--- config.mk ---
export PLATFORM = sky130hd
export DESIGN_NAME = s_axi4l_regbank
export DESIGN_NICKNAME = d
export VERILOG_FILES = /design/src/rtl/s_axi4l_regbank.sv
export SDC_FILE = /design/constraint.sdc
export NUM_CORES = 1
export LEC_CHECK = 0
export BUFFER_PORTS_ARGS = -buffer_cell sky130_fd_sc_hd__buf_2
export CORE_MARGIN = 2
export CORE_UTILIZATION = 50
export CTS_CLUSTER_SIZE = 20
export DETAILED_ROUTE_END_ITERATION = 10
export PLACE_DENSITY = 0.77
export SLEW_MARGIN = 15
export SYNTH_ARGS = -nofsm -noshare
export SYNTH_HDL_FRONTEND = slang
export SYNTH_SLANG_ARGS = --single-unit
--- constraint.sdc ---
create_clock -name i_axi_clock -period 1.84 [get_ports i_axi_clock]
set_input_delay 0.368 -clock i_axi_clock [delete_from_list [all_inputs] [get_ports i_axi_clock]]
set_output_delay 0.368 -clock i_axi_clock [all_outputs]
set_load 0.02 [all_outputs]
--- src/rtl/s_axi4l_regbank.sv ---
// Four-word AXI4-Lite register bank: CTRL, SCRATCH, free-running COUNT and
// sticky W1C overflow STATUS, with a registered read port and level interrupt.
module s_axi4l_regbank #(
  parameter int AXI_DATA_WIDTH = 32,
  parameter int AXI_ADDR_WIDTH = 4
) (
  input  logic                      i_axi_clock,
  input  logic                      i_axi_aresetn,
  input  logic [AXI_ADDR_WIDTH-1:0] i_waddr,
  input  logic [AXI_DATA_WIDTH-1:0] i_wdata,
  input  logic                      i_wvalid,
  input  logic [AXI_ADDR_WIDTH-1:0] i_raddr,
  input  logic                      i_rvalid,
  output logic [AXI_DATA_WIDTH-1:0] o_rdata,
  output logic                      o_rdata_valid,
  output logic                      o_irq
);

  typedef enum logic [1:0] {
    REG_CTRL    = 2'd0,
    REG_SCRATCH = 2'd1,
    REG_COUNT   = 2'd2,
    REG_STATUS  = 2'd3
  } reg_sel_e;

  localparam int DW = AXI_DATA_WIDTH;

  logic [1:0]    ctrl_q, ctrl_d;
  logic [DW-1:0] scratch_q, scratch_d;
  logic [DW-1:0] count_q, count_d;
  logic          ovf_q, ovf_d;
  logic [DW-1:0] rdata_q, rdata_d;
  logic          rdata_valid_q, rdata_valid_d;
  logic          irq_q, irq_d;

  reg_sel_e wsel;
  reg_sel_e rsel;
  logic     cnt_step;

  assign wsel = reg_sel_e'(i_waddr[3:2]);
  assign rsel = reg_sel_e'(i_raddr[3:2]);

  // NOTE: every signal gets a default before any branch so no latch is inferred.
  always_comb begin
    ctrl_d        = ctrl_q;
    scratch_d     = scratch_q;
    count_d       = count_q;
    ovf_d         = ovf_q;
    rdata_d       = rdata_q;
    rdata_valid_d = i_rvalid;
    cnt_step      = 1'b0;

    if (i_wvalid) begin
      case (wsel)
        REG_CTRL:    ctrl_d    = i_wdata[1:0];
        REG_SCRATCH: scratch_d = i_wdata;
        REG_COUNT:   count_d   = i_wdata;
        REG_STATUS:  if (i_wdata[0]) ovf_d = 1'b0;
        default:     ;
      endcase
    end

    // Enable must hold both before and after this edge; a load of COUNT beats the increment.
    cnt_step = ctrl_q[0] && ctrl_d[0] && !(i_wvalid && wsel == REG_COUNT);
    if (cnt_step) begin
      count_d = count_q + 1'b1;
      // Wrap sets OVF after any W1C above, so the set wins.
      if (&count_q) ovf_d = 1'b1;
    end

    irq_d = ovf_d & ctrl_d[1];

    if (i_rvalid) begin
      case (rsel)
        REG_CTRL:    rdata_d = {{(DW-2){1'b0}}, ctrl_q};
        REG_SCRATCH: rdata_d = scratch_q;
        REG_COUNT:   rdata_d = count_q;
        REG_STATUS:  rdata_d = {{(DW-1){1'b0}}, ovf_q};
        default:     rdata_d = '0;
      endcase
    end
  end

  // NOTE: state updates use non-blocking assignments so all flops sample pre-edge values.
  always_ff @(posedge i_axi_clock or negedge i_axi_aresetn) begin
    if (!i_axi_aresetn) begin
      ctrl_q        <= '0;
      scratch_q     <= '0;
      count_q       <= '0;
      ovf_q         <= 1'b0;
      rdata_q       <= '0;
      rdata_valid_q <= 1'b0;
      irq_q         <= 1'b0;
    end else begin
      ctrl_q        <= ctrl_d;
      scratch_q     <= scratch_d;
      count_q       <= count_d;
      ovf_q         <= ovf_d;
      rdata_q       <= rdata_d;
      rdata_valid_q <= rdata_valid_d;
      irq_q         <= irq_d;
    end
  end

  assign o_rdata       = rdata_q;
  assign o_rdata_valid = rdata_valid_q;
  assign o_irq         = irq_q;

endmodule
# Word-level counts from Yosys, hierarchy flattened
# Index checks and enable logic that the tools add are counted.
op_classes:
  add_sub_neg: 1
  n_bitwise: 1
  n_mux: 11
  eq_ne: 6
  n_reduce_logical: 11
ops:
  columns: ["op", "n"]
  rows:
  - ["$pmux W32 S4", 1]
  - ["$mux W32", 3]
  - ["$add A32 B1 Y32 const B", 1]
  - ["$reduce_and A32 Y1", 1]
  - ["$eq A2 B2 Y1 const B", 4]
  - ["$mux W1", 5]
  - ["$eq A2 B1 Y1 const B", 2]
  - ["$logic_not A2 Y1", 2]
  - ["$mux W2", 2]
  - ["$reduce_and A2 Y1", 2]
  - ["$reduce_bool A2 Y1", 2]
  - ["$logic_and A1 B1 Y1", 3]
  - ["$and A1 B1 Y1", 1]
  - ["$logic_not A1 Y1", 1]
totals:
  register_bits: 101
  inputBits: 44

# Depth between registers and ports, before layout
logic_depth:
  depth_word: 7
  ltp_mapped: 7
  depth_no_buf: 6

# Worst setup path after synthesis
# OpenSTA, ideal clock, no wires.
synth_path:
  kind: "reg-to-reg"
  startpoint: "register count_q[0]"
  endpoint: "register count_q[30]"
  setup_slack_ps: 186
  period_less_slack_ps: 1654
  arrival_ps: 1576
  path_stages_with_launch: 8
  cell_sequence: "dfrtp_1 -> ha_1 -> and3_1 -> nor3b_1 -> buf_2 -> nand4_1 -> xor2_1 -> a21oi_1"
synth_between:
  elab_chain_len: 2
synth_lines:
  columns: ["element", "line", "source"]
  rows:
  - ["start: declaration", "30", "logic [DW-1:0] count_q, count_d;"]
  - ["start signal: assignment", "97", "count_q <= count_d;"]
  - ["$add A32 B1 Y32", "66", "count_d = count_q + 1'b1;"]
  - ["$mux W32", "65", "if (cnt_step) begin"]
# Every way passes these cells.
# A chain may end at the register's enable or synchronous reset.

# Final worst setup path
layout_path:
  startpoint: "register count_q[0]"
  endpoint: "register count_q[28]"
# Same word-level chain as after synthesis.

==> reports/results.txt <==
result of the run - finished, violations left
violations in the final reports - hold timing
1st-iter DRT viols - 195
share of the synthesized area in the top cell type - 55.1%
final weighted congestion in routability-driven placement - 0.829
Power Density - 1080 nW/um^2
cell at the root of the clock tree - sky130_fd_sc_hd__clkbuf_8
Routed WL per cell - 15.9 um
total iterations of the first detailed-routing run - 4
unique cell type count in the Yosys netlist - 34
total setup violations reported at the end of the flow - 0
Routed Wire Length - 10100 um
longest individual stage delay on the worst path - 0.42 ns
most frequent cell after synthesis - sky130_fd_sc_hd__dfrtp_1
clock latency on the worst-skew pair - 0.38 ns
area leader, netlist - sky130_fd_sc_hd__dfrtp_1
Bufs on Longest Clock Path - 2
count of port buffers added during placement - 73
H-tree lvl count - 3
syn nets - 475
Top Ports - 78
final standard cell utilization of the core - 62.5%
category of the worst setup path capture point - flip-flop
fraction of the yosys area taken by sequential cells - 55.1%
global-route wire length before repair - 16600 um
type of the setup path with the least slack - reg -> reg
relative slew slack - 29.5%
Static Leak - 2.39 nW
minimum clock period after layout - 1.79 ns
worst min-delay path class - in -> async
overall die width - 99.8 um
count of final hold-check violations - 1
share of synthesized registers carrying an async set or reset - 100%
worst endpoint data arrival time - 2.09 ns
number of cell rows - 34
number of enable flip-flop cells after synthesis - 0
Synth-to-Final Area Change - 20.0%
Die Y - 99.8 um
master of the slowest instance on the critical path - sky130_fd_sc_hd__dfrtp_1
number of sinks handled by clock tree synthesis - 101
number of cells on the worst reg-to-reg path - 7
Post-DP HPWL - 6770 um
initial standard-cell utilization of the core - 52.1%
final worst setup slack - 0.0492 ns
pin count of the biggest net entering global routing - 102
residual overflow from global routing - 0
via count of the first global-routing pass - 3462
biggest area contributors in the synthesized netlist - sky130_fd_sc_hd__dfrtp_1, sky130_fd_sc_hd__mux2_2, sky130_fd_sc_hd__a21oi_1
endpoint required time on the critical path - 2.14 ns
worst hold margin - -0.00477 ns
total count of max-transition violations in the final report - 0
pre-CTS WS - -0.255 ns
leading register cell type out of synthesis - sky130_fd_sc_hd__dfrtp_1
DRC violations left - 0
kind of launch point of the worst setup path - flip-flop
Synth Instances - 430
global-route usage over all layers - 21.0%
average cell area after synthesis - 10.7 sq um
worst clock skew - 0.0113 ns
number of clock buffers inserted by TritonCTS - 9
core box area - 8810 sq um
synthesized area - 4590 sq um
share of the clock period used by the worst path - 97.3%
antenna violations before repair - 0
Max Cap Violations - 0
total of fill cells in the finished design - 719
area of the die - 9960 sq um
Max Fanout on Critical Path - 4
number of vias per cell - 5.62
CP cell instances - ha_2 > and3_4 > nor3b_4 > buf_6 > nand3_1 > or3_1 > a31oi_1
leading cell types by count after synthesis - sky130_fd_sc_hd__dfrtp_1, sky130_fd_sc_hd__nor2_1, sky130_fd_sc_hd__a21oi_1, sky130_fd_sc_hd__mux2_2, sky130_fd_sc_hd__a22oi_1
unrepaired setup endpoints after global routing - yes
Antenna Violating Nets Remaining - 0
clock edge transition at the registers on the reported setup and hold paths - 0.10 ns
fraction of final layout cells with drive strength greater than 1 - 33.3%
CTS tree - built
Yosys reg bits - 101
Fmax - 0.558 GHz
maximum vdd ir drop - 0.607 mV
antenna diode instance count - 0
via count - 3565
worst-margin pin slew - 1.05 ns
yosys synthesis warning count - 0
final net count - 566
[registers in the layout (all words and copies together) (netlist names)]
signal	cells
ctrl_q	2
count_q	32
ovf_q	1
o_rdata	32
o_irq	1
o_rdata_valid	1
scratch_q	32
[where the power goes]
| group | internal (mW) | switching, mW | leakage, nW | total, mW |
|---|---|---|---|---|
| combinational | 0.707 | 0.784 | 1.12 | 1.49 |
| sequential | 2.64 | 0.343 | 1.18 | 2.98 |
| clock | 0.642 | 0.804 | 0.0935 | 1.45 |
[critical path: cells and delay by family (launching register included)]
family / cells / cell delay, ns
adder cells (fa/ha/maj): 1 / 0.20
AO/OA/AOI/OAI: 1 / 0.16
AND/OR/NAND/NOR: 4 / 0.82
flip-flops: 1 / 0.42
buffers and inverters: 1 / 0.13
[cell usage in the layout, fill, tap and decap left out, types with 2 or more instances in the layout]
| cell type | netlist | final |
|---|---|---|
| sky130_fd_sc_hd__nand4_1 | 12 | 12 |
| sky130_fd_sc_hd__nand3_1 | 15 | 14 |
| sky130_fd_sc_hd__nand4_2 | 3 | 3 |
| sky130_fd_sc_hd__or3_1 | 2 | 2 |
| sky130_fd_sc_hd__xnor2_1 | 3 | 3 |
| sky130_fd_sc_hd__dfrtp_1 | 101 | 99 |
| sky130_fd_sc_hd__buf_2 | 2 | 72 |
| sky130_fd_sc_hd__mux2i_1 | 2 | 2 |
| sky130_fd_sc_hd__nor3_4 | 1 | 2 |
| sky130_fd_sc_hd__inv_6 | 0 | 2 |
| sky130_fd_sc_hd__and3_1 | 3 | 2 |
| sky130_fd_sc_hd__clkbuf_8 | 0 | 9 |
| sky130_fd_sc_hd__a31oi_1 | 2 | 2 |
| sky130_fd_sc_hd__and3_2 | 2 | 2 |
| sky130_fd_sc_hd__nor3_1 | 4 | 4 |
| sky130_fd_sc_hd__a21oi_1 | 61 | 61 |
| sky130_fd_sc_hd__nand2_1 | 15 | 15 |
| sky130_fd_sc_hd__mux2_2 | 36 | 36 |
| sky130_fd_sc_hd__nand3b_1 | 2 | 2 |
| sky130_fd_sc_hd__buf_4 | 0 | 30 |
| sky130_fd_sc_hd__o21ai_0 | 5 | 5 |
| sky130_fd_sc_hd__buf_12 | 0 | 2 |
| sky130_fd_sc_hd__a22oi_1 | 30 | 30 |
| sky130_fd_sc_hd__dfrtp_2 | 0 | 2 |
| sky130_fd_sc_hd__xor2_1 | 26 | 26 |
| sky130_fd_sc_hd__nor2_1 | 66 | 66 |
| sky130_fd_sc_hd__clkinvlp_4 | 0 | 2 |
[cells by family (layout without fill, tap and decap cells)]
group / Yosys count / count (layout) / share of synthesized area [%]
compound gates: 98 / 98 / 12.4
xor+xnor: 29 / 29 / 5.53
fa+ha+maj: 1 / 1 / 0.273
buf+inv: 25 / 121 / 2.13
flops: 101 / 101 / 55.1
mux: 39 / 39 / 9.76
simple gates: 137 / 137 / 14.9
[final cells by class]
class / count / area (sq um) / area share, %
flip-flops and latches: 101 / 2530 / 45.9
multi-input cells: 304 / 2010 / 36.4
repair buffers: 105 / 637 / 11.6
well taps: 108 / 135 / 2.45
clock buffers: 10 / 128 / 2.32
clock inverters: 6 / 71.3 / 1.30
[worst paths after layout]
| path | end | slack (ns) | start |
|---|---|---|---|
| max in group asynchronous | count_q[2]$_DFFE_PN0P_ | 1.40 | i_axi_aresetn |
| max reg2reg | count_q[28]$_DFFE_PN0P_ | 0.05 | count_q[0]$_DFFE_PN0P_ |
| min | scratch_q[25]$_DFFE_PN0P_ | -0.005 | i_axi_aresetn |
| max | count_q[28]$_DFFE_PN0P_ | 0.05 | count_q[0]$_DFFE_PN0P_ |
| min in group i_axi_clock | scratch_q[18]$_DFFE_PN0P_ | 0.24 | i_wdata[18] |
| min reg2reg | scratch_q[10]$_DFFE_PN0P_ | 0.51 | scratch_q[10]$_DFFE_PN0P_ |
[routing by layer]
| layer | up-vias | track usage, % | share of wire (%) |
|---|---|---|---|
| met5 | - | 0 | 0 |
| met4 | 0 | 9.27 | 2.1 |
| met3 | 17 | 3.34 | 4.9 |
| met2 | 82 | 34.6 | 49 |
| met1 | 1743 | 27.8 | 44 |
| li1 | 1723 | - | - |
[timing repair]
action / CTS / global route
gates cloned: 0 / 0
hold buffers: 0 / 0
pin swaps: 0 / 5
buffers inserted: 4 / 1
resized for setup: 1 / 8
endpoints found under the setup margin: 14 / 25
endpoints found under the hold margin: 0 / 0
[stage by stage]
stage / std cells / area (sq um) / power [mW] / TNS [ns]
floorplan: 430 / 4590 / 3.88 / 0
global placement: 613 / 5220 / 4.35 / -5.66
detailed placement: 613 / 5220 / 4.42 / -6.81
CTS: 633 / 5450 / 5.90 / 0
global route: 634 / 5510 / 6.22 / -0.0559
finish: 634 / 5510 / 5.92 / 0
(Power assumes the default switching activity.)
